`config.mk`:
```
export PLATFORM = sky130hd
export DESIGN_NAME = decade_display_driver
export DESIGN_NICKNAME = d
export VERILOG_FILES = /design/src/rtl/decade_display_driver.sv
export SDC_FILE = /design/constraint.sdc
export NUM_CORES = 1
export LEC_CHECK = 0
export ABC_AREA = 1
export BUFFER_PORTS_ARGS = -buffer_cell sky130_fd_sc_hd__buf_4
export CAP_MARGIN = 25
export CORE_ASPECT_RATIO = 0.6
export CORE_UTILIZATION = 59
export CTS_CLUSTER_DIAMETER = 200
export CTS_CLUSTER_SIZE = 16
export DETAILED_ROUTE_END_ITERATION = 10
export PLACE_DENSITY = 0.78
export SYNTH_ARGS = -nofsm -noshare
export SYNTH_HDL_FRONTEND = slang
export SYNTH_SLANG_ARGS = --single-unit
export TNS_END_PERCENT = 20
```
`constraint.sdc`:
```
create_clock -name clk -period 2.24 [get_ports clk]
set_clock_uncertainty 0.05 [all_clocks]
set_input_delay 0.224 -clock clk [delete_from_list [all_inputs] [get_ports clk]]
set_output_delay 0.224 -clock clk [all_outputs]
set_load 0.01 [all_outputs]
```
`src/rtl/decade_display_driver.sv`:
```
// decade_display_driver
//
// Consumes the BCD output of an upstream ripple decade counter. The counter
// output is asynchronous to clk, so it is synchronised and filtered before
// use. A units 9->0 transition extends the count into a tens digit. Both
// digits are shown on a time-multiplexed two-digit seven-segment display.
//
// Ports:
//   clk        system clock, rising edge
//   clear      synchronous active-low reset
//   units      4-bit BCD from the upstream counter (asynchronous to clk)
//   tens       registered tens digit, 0..9
//   units_q    filtered, registered units value
//   carry_out  one-cycle pulse when tens wraps 9->0
//   bad_code   high while units_q holds a non-BCD code (10..15)
//   seg        segments {g,f,e,d,c,b,a}, active-high
//   an         one-hot digit enable: 2'b01 units, 2'b10 tens
//
// Parameter:
//   SCAN_DIV   clk cycles each digit stays selected (2..65535)
//
// Build option:
//   LEADING_ZERO_BLANK_EN  when defined, a tens digit of 0 is blanked.

module decade_display_driver #(
  parameter int unsigned SCAN_DIV = 4
) (
  input  logic       clk,
  input  logic       clear,
  input  logic [3:0] units,
  output logic [3:0] tens,
  output logic [3:0] units_q,
  output logic       carry_out,
  output logic       bad_code,
  output logic [6:0] seg,
  output logic [1:0] an
);

  localparam logic [15:0] SCAN_LAST = 16'(SCAN_DIV - 1);

  logic [3:0]  s1_p0;
  logic [3:0]  s2_p1;
  logic        stable_p1;
  logic        wrap_p1;
  logic [15:0] scan_cnt;
  logic        sel;

  function automatic logic [6:0] bcd_to_seg(input logic [3:0] d);
    logic [6:0] s;
    case (d)
      4'd0:    s = 7'h3F;
      4'd1:    s = 7'h06;
      4'd2:    s = 7'h5B;
      4'd3:    s = 7'h4F;
      4'd4:    s = 7'h66;
      4'd5:    s = 7'h6D;
      4'd6:    s = 7'h7D;
      4'd7:    s = 7'h07;
      4'd8:    s = 7'h7F;
      4'd9:    s = 7'h6F;
      default: s = 7'b1000000;  // dash for non-BCD codes
    endcase
    return s;
  endfunction

  // Two matching samples in a row mean the ripple has settled; anything
  // shorter is a transient and never reaches units_q.
  assign stable_p1 = (s1_p0 == s2_p1);

  // A wrap is the filtered units value moving from 9 to 0 at this edge.
  // An upstream clear (9 straight to 0) is indistinguishable and counts too.
  assign wrap_p1 = stable_p1 && (units_q == 4'd9) && (s2_p1 == 4'd0);

  always_ff @(posedge clk) begin
    if (!clear) begin
      s1_p0     <= 4'd0;
      s2_p1     <= 4'd0;
      units_q   <= 4'd0;
      tens      <= 4'd0;
      carry_out <= 1'b0;
      scan_cnt  <= 16'd0;
      sel       <= 1'b0;
    end else begin
      // stage p0: first synchroniser flop
      s1_p0 <= units;
      // stage p1: second synchroniser flop
      s2_p1 <= s1_p0;
      // stage p2: filtered capture and tens extension
      if (stable_p1) begin
        units_q <= s2_p1;
      end
      carry_out <= wrap_p1 && (tens == 4'd9);
      if (wrap_p1) begin
        tens <= (tens == 4'd9) ? 4'd0 : tens + 4'd1;
      end

      if (scan_cnt == SCAN_LAST) begin
        scan_cnt <= 16'd0;
        sel      <= ~sel;
      end else begin
        scan_cnt <= scan_cnt + 16'd1;
      end
    end
  end

  assign bad_code = (units_q > 4'd9);

  // Display decode is purely from registered state so seg and an move on
  // the same edge as the digit select.
  always_comb begin
    an  = sel ? 2'b10 : 2'b01;
    seg = sel ? bcd_to_seg(tens) : bcd_to_seg(units_q);
`ifdef LEADING_ZERO_BLANK_EN
    if (sel && (tens == 4'd0)) begin
      seg = 7'b0000000;
    end
`else
`endif
  end

endmodule

```
# Word level (Yosys, flattened, before mapping)
# Memories as Yosys holds them, arrays and structs flattened. A register that Yosys moved wholly into a read port is not among the register bits.
# Cells that the tools add are included.
word_totals:
  reg_bits: 34
  romBits: 224
  input_bits: 6
  out_inout_bits: 19
  elab_cells: 30
  n_memories: 2
memory_table:
  columns: ["name", "depth", "word_bits", "rd", "rd_clocked_by_memory_dff", "write_ports", "line", "rtl"]
  rows:
  - ["(name not given)", 16, 7, 1, 1, 0, "50", "case (d)"]
  - ["(name not given)", 16, 7, 1, 1, 0, "50", null]
classes:
  add_sub_neg: 2
  magnitude_cmp: 1
  eq_ne: 4
  mux: 7
  bitwise: 2
  reduce_logical: 5
op_table:
  columns: ["cell", "n"]
  rows:
  - ["$mux W4", 5]
  - ["$add A16 B1 Y16 const B", 1]
  - ["$eq A16 B2 Y1 const B", 1]
  - ["$eq A4 B4 Y1 const B", 2]
  - ["$mux W7", 1]
  - ["$add A4 B1 Y4 const B", 1]
  - ["$eq A4 B4 Y1", 1]
  - ["$gt A4 B4 Y1 const B", 1]
  - ["$logic_not A4 Y1", 1]
  - ["$logic_and A1 B1 Y1", 3]
  - ["$mux W2", 1]
  - ["$not A1 Y1", 2]
  - ["$reduce_or A2 Y1", 1]

# Depth between registers and ports, before layout
# Gate-level depths: netlist (run 1).
depth:
  word_depth: 5
  depth_mapped: 16
  ltp_nobuf: 16

# Worst setup path after synthesis (run 1)
# No wires, ideal clock.
synth_timing:
  path_type: "register to register"
  startpoint: "reg units_q[0]"
  endpoint: "reg with a tool-made name"
  setup_time_ns: 0.113
  arrival_time_ns: 1.759
  required_time_ns: 2.077
  path_slack_ns: 0.318
  stages_incl_launch_ff: 15
  n_path_buf: 0
  synth_period_minus_slack_ns: 1.922
  cell_sequence: "dfxtp_1 -> inv_1 -> nor2_1 -> nand2_1 -> nor2_4 -> nand3_4 -> nor2_1 -> nor2_1 -> nand2_1 -> inv_1 -> ha_1 -> inv_1 -> nand4_1 -> nand2_1 -> nand2_1"
synth_lines:
  columns: ["element", "line", "rtl"]
  rows:
  - ["from (decl)", "32", "output logic [3:0] units_q,"]
  - ["from (signal assigned)", "90", "units_q <= s2_p1;"]

==> results of run 1 <==
report_power, final:
group / internal [W] / switching [W] / total (W)
clock network: 0.000331 / 0.000284 / 0.000615
registers: 0.000900 / 0.0000260 / 0.000926
logic: 0.000132 / 0.000189 / 0.000321
cell type report:
class	instances	share of cell area
Multi-Input combinational cell	236	0.4584
Sequential cell	48	0.3277
Inverter	60	0.07810
Timing Repair Buffer	29	0.07385
Tap cell	60	0.02547
Clock buffer	6	0.02462
Clock inverter	2	0.01188
per-stage QoR:
| step | setup WS, ps | area (sq um) |
|---|---|---|
| 6_report | 156.5 | 2948 |
| 5_1_grt | -13.50 | 2948 |
| 3_3_place_gp | 196.8 | 2820 |
| 4_1_cts | 80.45 | 2928 |
| 3_5_place_dp | 109.2 | 2820 |
| 2_1_floorplan | 317.8 | 2566 |
cell families after synthesis:
kind of cell | after synthesis
XOR/XNOR | 3
buffers and inverters | 66
AO/OA/AOI/OAI | 17
flip-flops | 48
AND/OR/NAND/NOR | 201
adder cells (fa/ha/maj) | 15
worst max-delay path: stages, from the launching register on:
cell,delay [ps]
dfxtp_1,380
inv_1,70
nor2_1,80
nand2_1,90
nor2_4,180
nand3_4,110
nor2_1,140
nor2_2,70
nand2_2,120
inv_1,80
ha_1,290
inv_1,50
nand4_1,120
nand2_1,100
nand2_1,50
cell usage after synthesis:
cell | n | area [sq um]
nand4_2 | 2 | 25.02
nand2_1 | 107 | 401.6
xor2_1 | 3 | 26.28
dfxtp_1 | 48 | 960.9
nor3_1 | 9 | 45.04
o21ai_0 | 3 | 15.01
inv_4 | 2 | 12.51
nor3b_1 | 2 | 15.01
nor2_4 | 1 | 11.26
buf_2 | 4 | 20.02
nor2_1 | 27 | 101.4
nand3_1 | 16 | 80.08
or2_1 | 1 | 6.260
clkbuf_1 | 1 | 3.750
nand3_2 | 3 | 30.03
o21ai_1 | 1 | 5.000
o21ai_2 | 1 | 8.760
ha_1 | 15 | 187.7
nor2_2 | 2 | 12.51
nand2_2 | 6 | 37.54
inv_1 | 52 | 195.2
or2_2 | 1 | 6.260
o211ai_1 | 1 | 7.510
a21oi_1 | 8 | 40.04
nor4_1 | 1 | 6.260
nand2_4 | 4 | 45.04
o21ai_4 | 1 | 16.27
nand3b_1 | 3 | 22.52
inv_2 | 5 | 18.77
nand4_1 | 10 | 62.56
buf_4 | 1 | 7.510
nand3_4 | 3 | 52.55
o21a_1 | 1 | 7.510
clkinv_1 | 1 | 3.750
nor2_8 | 3 | 60.06
o311ai_0 | 1 | 8.760
placed cells by master (no fill, tap or decap), types with 2 or more instances in the layout:
master    netlist  routed
nand2_1       107     105
ha_1           15      15
nand3_4         3       3
nand2_2         6       8
nor2_1         27      26
nand3_1        16      16
nand3_2         3       3
nor2_8          3       3
nor3b_1         2       2
buf_4           1      29
inv_1          52      52
nand3b_1        3       3
nand4_2         2       2
nor3_1          9       9
nand2_4         4       4
nor2_2          2       3
clkbuf_8        0       5
dfxtp_2         0       4
inv_4           2       2
dfxtp_1        48      44
o21ai_0         3       3
a21oi_1         8       8
xor2_1          3       3
inv_2           5       5
nand4_1        10      10
worst max-delay path by stage:
stage	startpoint	end	slack, ps	cells past startpoint
3_5_place_dp	s2_p1[1]	flip-flop	110	15
5_1_grt	s2_p1[3]	flip-flop	-10	15
6_report	units_q[0]	flip-flop	160	14
2_1_floorplan	units_q[0]	flip-flop	320	14
4_1_cts	s2_p1[1]	flip-flop	80	15
3_3_place_gp	units_q[0]	flip-flop	200	14
per-layer routing:
metal	up-vias	track usage	part of all wire
met1	936	0.3951	0.55
met2	52	0.3438	0.37
met5	-	0	0
met3	4	0.05304	0.072
met4	0	0.07104	0.0071
li1	1134	-	-
what timing repair did:
item | CTS | global route
resized for setup | 0 | 7
endpoints found under the hold margin | 0 | 0
setup buffers | 0 | 1
endpoints found under the setup margin | 0 | 3
==> flow_summary.json, run 1 <==
{
  "status": "complete, no violations",
  "ios": 25,
  "synth_fp_nets": 371,
  "finalMaxSlewViolations": 0,
  "place_congestion": 0.8967,
  "io_buffers": 24,
  "synth_top_family_by_area": "simple AND/OR/NAND/NOR gates",
  "globalRouteOverflowTotal": 0,
  "instances_no_fill": 441,
  "synth_cells": 350,
  "cp-end-kind": "flip-flop",
  "r2r_start": "units_q[0]",
  "worst_r2r_path_depth": 14,
  "grt_max_degree": 18,
  "setup.worst_path.class": "reg -> reg",
  "hp-class": "in -> reg",
  "dp_hpwl_um": 3934,
  "grt.total_usage": 0.2546,
  "grt_pass1_vias": 1840,
  "setup_viol": 0,
  "holdBufCountCts": 0,
  "min_from": "units[0]",
  "post-route-period-util": 0.9301,
  "diodes": 0,
  "dieArea_sq_um": 4626,
  "yosysWarningCount": 0,
  "p_leak_nw": 1.485,
  "drc_errors": 0,
  "clock_sinks": 48,
  "regArea_sq_um": 965.9,
  "post_synth_mux_area_share": 0,
  "p_per_area_nw_per_um2": 631.5,
  "synth_area_sq_um": 2566,
  "ant_nets": 0,
  "insertion_delay_ps": 300,
  "synthXorXnorAreaFrac": 0.01024,
  "drtPass1Iterations": 4,
  "worst_slew_pin_slew_ps": 479.1,
  "fmax_ghz": 0.4800,
  "fin_util": 0.7114,
  "wl_per_cell_um": 11.85,
  "drive_above_1_share": 0.2021,
  "clockRootBuffer": "clkbuf_8",
  "seq_area_frac_synth": 0.3745,
  "die_height_um": 53.09,
  "fin_crit_ps": 2083,
  "hold_end": "s1_p0[0]",
  "arrival_ps": 2230,
  "power_w": 0.001862,
  "fill_cells": 354,
  "grt_pass1_wl_um": 8735,
  "antenna_found_initial": 0,
  "slew_headroom": 0.6798,
  "cts_buffers": 5,
  "clk_pin_slew_ps": 80,
  "coreArea_sq_um": 4144,
  "synth_seq_cells": 48,
  "fin_tns_setup_ps": 0,
  "cts_buffer_depth": 2,
  "synth_fa_ha_area_frac": 0.07314,
  "r2r_slack_ps": 160,
  "whs_path_depth": 3,
  "crit_fanout": 6,
  "vias": 2126,
  "synth_compound_area_frac": 0.04242,
  "yosysUniqueCellTypes": 36,
  "cts_tree": "done",
  "die_w_um": 87.14,
  "syn_avg_cell_area_sq_um": 7.332,
  "drtIter0Drc": 135,
  "hold_ws_ps": 55.71,
  "initial_core_util": 0.6193,
  "hold_violations": 0,
  "critical_path_required_ps": 2390,
  "ir_drop_mv": 0.3513,
  "rows": 18,
  "multi_input_comb_area_sq_um": 1351,
  "final_nets": 401,
  "finalWirelength_um": 5226,
  "synthToLayoutAreaGrowth_pct": 14.87,
  "synth-simple-area-share": 0.3979,
  "via_per_inst": 4.821,
  "dpl.cell_count": 432,
  "startpoint_type": "flip-flop",
  "ctsHtreeMaxLevel": 2,
  "maxCapViolations": 0
}
(Power assumes the default switching activity.)
==> run 2, diff against run 1 <==
--- a/config.mk
+++ b/config.mk
@@ -13,6 +13,7 @@
 export CTS_CLUSTER_DIAMETER = 200
 export CTS_CLUSTER_SIZE = 16
 export DETAILED_ROUTE_END_ITERATION = 10
+export HOLD_SLACK_MARGIN = 0.1
 export PLACE_DENSITY = 0.78
 export SYNTH_ARGS = -nofsm -noshare
 export SYNTH_HDL_FRONTEND = slang
==> run 2 against run 1 <==
  * Critical path type unchanged
  * Fmax decreased by 0.13%
  * Setup slack lost 2.8 ps
  * Clock power fell by 0.8%
  * Cell count rose by 0.91%
  * Largest power group unchanged
  * Worst hold slack better by 150 ps
  * Highest routed layer unchanged
==> flow_summary.json, run 2 (synthesis results as in run 1) <==
{
  "status": "complete, no violations",
  "drtIter0Drc": 167,
  "drive_above_1_share": 0.2000,
  "cts_buffer_depth": 2,
  "wl_met1_um": 2929,
  "grt_pass1_vias": 1849,
  "die_height_um": 53.09,
  "post_dp_cell_area_sq_um": 2820,
  "setup_viol": 0,
  "slew_headroom": 0.6710,
  "drtPass1Iterations": 4,
  "critPathBufInv": 3,
  "hold_violations": 0,
  "final_nets": 405,
  "critical_path_required_ps": 2390,
  "instances_no_fill": 445,
  "hp-class": "in -> reg",
  "cts_buffers": 5,
  "post-route-period-util": 0.9314,
  "clock_power_share": 0.328,
  "crit_fanout": 6,
  "final_cell_area_sq_um": 2988,
  "fin_crit_ps": 2086,
  "pwr-share-seq": 0.497,
  "die_w_um": 87.14,
  "fmax_ghz": 0.4793,
  "coreArea_sq_um": 4144,
  "vias": 2138,
  "drc_errors": 0,
  "grt_pass1_wl_um": 8769,
  "place_congestion": 0.8967,
  "wl_met2_um": 1965,
  "cpLargestDelayFamily": "simple AND/OR/NAND/NOR gates",
  "clock_sinks": 48,
  "synthToLayoutAreaGrowth_pct": 16.43,
  "met3_length_um": 310,
  "via_per_inst": 4.804,
  "p_switching_w": 0.0004950,
  "maxCapViolations": 0,
  "fin_util": 0.7210,
  "ios": 25,
  "crit_path_cell_trace": "inv_1 -> nor2_1 -> nand2_1 -> nor2_4 -> nand3_4 -> nor2_1 -> nor2_2 -> nand2_2 -> inv_1 -> ha_1 -> inv_1 -> nand4_1 -> nand2_1 -> nand2_1",
  "setup.worst_path.class": "reg -> reg",
  "rows": 18,
  "ctsHtreeMaxLevel": 2,
  "grt.total_usage": 0.2553,
  "p_per_area_nw_per_um2": 623.3,
  "final_cell_mix": "105 x nand2_1, 52 x inv_1, 44 x dfxtp_1, 29 x buf_4, 26 x nor2_1",
  "dp_slack_ps": 109.2,
  "p_leak_nw": 1.502,
  "io_buffers": 24,
  "arrival_ps": 2230,
  "insertion_delay_ps": 300,
  "globalRouteOverflowTotal": 0,
  "dieArea_sq_um": 4626,
  "worst_slew_pin_slew_ps": 492.3,
  "startpoint_type": "flip-flop",
  "finalMaxSlewViolations": 0,
  "fill_cells": 348,
  "p_sw_frac": 0.2658,
  "layout_commonest_cell": "nand2_1",
  "maxUsedRoutingLayer": "met4",
  "crit_slowest_cell": "dfxtp_1",
  "clk_pin_slew_ps": 80,
  "power_frac_comb": 0.175,
  "ir_drop_mv": 0.3513,
  "ant_nets": 0,
  "wl_per_cell_um": 11.80,
  "antenna_found_initial": 0,
  "fin_tns_setup_ps": 0,
  "cp-end-kind": "flip-flop",
  "clockRootBuffer": "clkbuf_8",
  "finalWirelength_um": 5252,
  "dp_hpwl_um": 3934,
  "p_int_w": 0.001367,
  "cts_tree": "done",
  "initial_core_util": 0.6193,
  "dpl.cell_count": 432,
  "grt_max_degree": 18,
  "diodes": 0,
  "setup_slack_ps": 153.8,
  "worst_path_largest_cell_delay_ps": 380
}
==> run 2: area by class of cell <==
type | count | area, sq um | area share
multi-input cells | 236 | 1351 | 0.4523
flip-flops and latches | 48 | 965.9 | 0.3233
repair buffers | 33 | 257.7 | 0.08626
inverters | 60 | 230.2 | 0.07705
well taps | 60 | 75.07 | 0.02513
clock buffers | 6 | 72.57 | 0.02429
clock inverters | 2 | 35.03 | 0.01173
==> run 2: what timing repair did <==
| action | 4_1_cts | 5_1_grt |
|---|---|---|
| hold buffers | 4 | 0 |
| buffers inserted | 0 | 1 |
| hold endpoints to repair | 4 | 0 |
| resized for setup | 0 | 7 |
| endpoints found under the setup margin | 0 | 3 |
==> run 2: per-layer routing <==
| metal | GRT usage | vias to the layer above |
|---|---|---|
| met2 | 0.3438 | 45 |
| met3 | 0.05304 | 5 |
| li1 | - | 1141 |
| met1 | 0.3970 | 947 |
| met5 | 0 | - |
| met4 | 0.07104 | 0 |
==> run 2: stage by stage <==
stage	hold slack (ps)	total power [W]
2_1_floorplan	271.6	0.001158
3_3_place_gp	354.6	0.001257
3_5_place_dp	368.2	0.001262
4_1_cts	201.9	0.001883
5_1_grt	208.6	0.001968
6_report	203.1	0.001862
==> run 2: worst reg2reg max path, cell delays in order, from the launching register on <==
cell and delay [ps]:
dfxtp_1 380, inv_1 70, nor2_1 80, nand2_1 90, nor2_4 180, nand3_4 110, nor2_1 140, nor2_2 70
nand2_2 120, inv_1 80, ha_1 290, inv_1 50, nand4_1 120, nand2_1 100, nand2_1 50
==> run 2: power by group through the flow <==
stage,Clock [W],Combinational (W),Sequential [W]
3_5_place_dp,0,0.000318,0.000944
5_1_grt,0.000676,0.000362,0.000931
2_1_floorplan,0,0.000217,0.000941
6_report,0.000610,0.000327,0.000926
3_3_place_gp,0,0.000312,0.000944
4_1_cts,0.000633,0.000325,0.000925
==> run 2: final timing paths <==
check | depth (start not counted) | slack (ps) | from | endpoint
setup / recovery | 14 | 150 | units_q[0] | flip-flop
hold / removal | 3 | 200 | clear | s2_p1[0]
setup reg to reg | 14 | 150 | units_q[0] | flip-flop
hold reg to reg | 2 | 400 | s1_p0[0] | s2_p1[0]
==> run 3, diff against run 2 <==
--- a/config.mk
+++ b/config.mk
@@ -8,13 +8,13 @@
 export ABC_AREA = 1
 export BUFFER_PORTS_ARGS = -buffer_cell sky130_fd_sc_hd__buf_4
 export CAP_MARGIN = 25
-export CORE_ASPECT_RATIO = 0.6
-export CORE_UTILIZATION = 59
+export CORE_ASPECT_RATIO = 0.75
+export CORE_UTILIZATION = 60
 export CTS_CLUSTER_DIAMETER = 200
 export CTS_CLUSTER_SIZE = 16
 export DETAILED_ROUTE_END_ITERATION = 10
 export HOLD_SLACK_MARGIN = 0.1
-export PLACE_DENSITY = 0.78
+export PLACE_DENSITY = 0.79
 export SYNTH_ARGS = -nofsm -noshare
 export SYNTH_HDL_FRONTEND = slang
 export SYNTH_SLANG_ARGS = --single-unit
==> constraint.sdc (replaced) <==
create_clock -name clk -period 2.5 [get_ports clk]
set_clock_uncertainty 0.05 [all_clocks]
set_input_delay 0.25 -clock clk [delete_from_list [all_inputs] [get_ports clk]]
set_output_delay 0.25 -clock clk [all_outputs]
set_load 0.01 [all_outputs]
==> run 3 against run 2 <==
  * Die area shrank 1.7%
  * Highest routed layer unchanged
  * Core utilization shrank 0.78 points
  * First-iteration DRC count shrank 14%
  * Clock power shrank 30%
  * Largest cell class unchanged
  * Critical path type unchanged
  * Fmax shrank 4.7%
  * Worst hold slack gained 26 ps
  * Largest power group unchanged
  * Cell area shrank 2.6%
  * Critical path depth grew 1
  * Sequential share of layout area grew 0.70 points
==> flow_summary.json, run 3 (synthesis results as in run 1) <==
{
  "via_per_inst": 4.910,
  "finalWirelength_um": 4878,
  "worst_slew_pin_slew_ps": 504.0,
  "worst_r2r_path_depth": 15,
  "drive_above_1_share": 0.1711,
  "layout_commonest_cell": "nand2_1",
  "cp.depth": 15,
  "die_height_um": 58.64,
  "rsz0062_at_grt": "false",
  "drtIter0Drc": 143,
  "regArea_sq_um": 960.9,
  "antenna_found_initial": 0,
  "wl_per_cell_um": 11.21,
  "grt_max_degree": 17,
  "final_nets": 401,
  "crit_path_cell_trace": "inv_1 -> nand2_1 -> nand2_2 -> nor2_8 -> nand2_4 -> inv_4 -> nand3_1 -> nand2_1 -> nand2_1 -> inv_1 -> ha_1 -> inv_1 -> nand4_1 -> nand2_1 -> nand2_1",
  "cpLargestDelayFamily": "simple AND/OR/NAND/NOR gates",
  "grt_pass1_vias": 1864,
  "synthToLayoutAreaGrowth_pct": 13.36,
  "critPathBufInv": 4,
  "final_cell_mix": "107 x nand2_1, 52 x inv_1, 48 x dfxtp_1, 27 x nor2_1, 25 x buf_4",
  "cts_buffers": 5,
  "fmax_ghz": 0.4566,
  "diodes": 0,
  "clock_sinks": 48,
  "cts-resized-gates": 0,
  "dieArea_sq_um": 4545,
  "setup_viol": 0,
  "grt_pass1_wl_um": 8259,
  "p_leak_nw": 1.464,
  "ios": 25,
  "coreArea_sq_um": 4079,
  "cts_tree": "done",
  "rows": 20,
  "hold_ws_ps": 229.4,
  "initial_core_util": 0.6291,
  "startpoint_type": "flip-flop",
  "globalRouteOverflowTotal": 0,
  "holdBufCountCts": 4,
  "hold_violations": 0,
  "insertion_delay_ps": 290,
  "io_buffers": 24,
  "ant_nets": 0,
  "hp-class": "in -> reg",
  "p_per_area_nw_per_um2": 528.7,
  "cpMostUsedCell": "nand2_1",
  "crit_slowest_cell": "dfxtp_1",
  "maxCapViolations": 0,
  "worst_path_largest_cell_delay_ps": 400,
  "cp-end-kind": "flip-flop",
  "ir_drop_mv": 0.4001,
  "fill_cells": 332,
  "status": "complete, no violations",
  "setup.worst_path.class": "reg -> reg",
  "place_congestion": 0.8857,
  "die_w_um": 77.52,
  "arrival_ps": 2330,
  "slew_headroom": 0.6632,
  "grt.total_usage": 0.2337,
  "fin_tns_setup_ps": 0,
  "drc_errors": 0,
  "ctsHtreeMaxLevel": 2,
  "multi_input_comb_area_sq_um": 1344,
  "crit_path_start": "s2_p1[1]",
  "cts_buffer_depth": 2,
  "finalMaxSlewViolations": 0,
  "dp_hpwl_um": 3567,
  "fin_crit_ps": 2190,
  "post-route-period-util": 0.8760,
  "vias": 2136,
  "r2r_slack_ps": 310,
  "post_cts_buffers": 0,
  "crit_fanout": 8,
  "r2r_start": "s2_p1[1]",
  "clockRootBuffer": "clkbuf_8",
  "critical_path_required_ps": 2640,
  "drtPass1Iterations": 4,
  "clk_pin_slew_ps": 80
}
run 3: final cells by class:
| type | instances | share of cell area |
|---|---|---|
| clock buffer | 6 | 0.02495 |
| clock inverter | 1 | 0.001720 |
| inverter | 60 | 0.07914 |
| multi-input combinational | 236 | 0.4619 |
| sequential | 48 | 0.3303 |
| tap | 55 | 0.02366 |
| timing repair buffer | 29 | 0.07828 |
run 3: worst register-to-register path, cell delays in order (launching register included):
cell	delay, ps
dfxtp_1	400
inv_1	90
nand2_1	80
nand2_2	80
nor2_8	180
nand2_4	100
inv_4	110
nand3_1	80
nand2_1	80
nand2_1	160
inv_1	130
ha_1	240
inv_1	50
nand4_1	110
nand2_1	100
nand2_1	50
run 3: how the worst min path moves through the flow:
stage | start | to | slack, ps | depth (start not counted)
after floorplan | units[0] | s1_p0[0] | 300 | 2
after global placement | units[3] | s1_p0[3] | 380 | 3
after detailed placement | units[3] | s1_p0[3] | 390 | 3
after CTS | clear | s1_p0[3] | 220 | 3
after global routing | clear | s1_p0[3] | 230 | 3
final | clear | s1_p0[0] | 230 | 3
run 3: where the power goes:
| part | leakage, nW | total (W) | internal (W) | switching, W |
|---|---|---|---|---|
| registers | 0.392 | 0.000829 | 0.000805 | 0.0000241 |
| logic | 1.03 | 0.000282 | 0.000117 | 0.000165 |
| clock network | 0.0410 | 0.000427 | 0.000190 | 0.000236 |
| total | 1.46 | 0.00154 | 0.00111 | 0.000425 |
run 3: layer usage:
| layer | routed length [um] | global-route usage | up-vias | part of all wire |
|---|---|---|---|---|
| met2 | 2050 | 0.3552 | 47 | 0.42 |
| met1 | 2544 | 0.3282 | 948 | 0.52 |
| met5 | 0 | 0 | - | 0 |
| li1 | - | - | 1137 | - |
| met4 | 51 | 0.08356 | 0 | 0.010 |
| met3 | 232 | 0.05116 | 4 | 0.048 |
run 3: metrics by stage:
stage / worst slack, ps / total power, W / cells / instance area, sq um / utilization
after floorplan: 577.8 / 0.001037 / 350 / 2566 / -
after global placement: 478.3 / 0.001118 / 424 / 2791 / 0.6844
after detailed placement: 366.9 / 0.001124 / 424 / 2791 / 0.6844
after CTS: 352.1 / 0.001551 / 435 / 2909 / 0.7132
after global routing: 153.6 / 0.001616 / 435 / 2909 / 0.7132
final: 310.1 / 0.001538 / 435 / 2909 / 0.7132
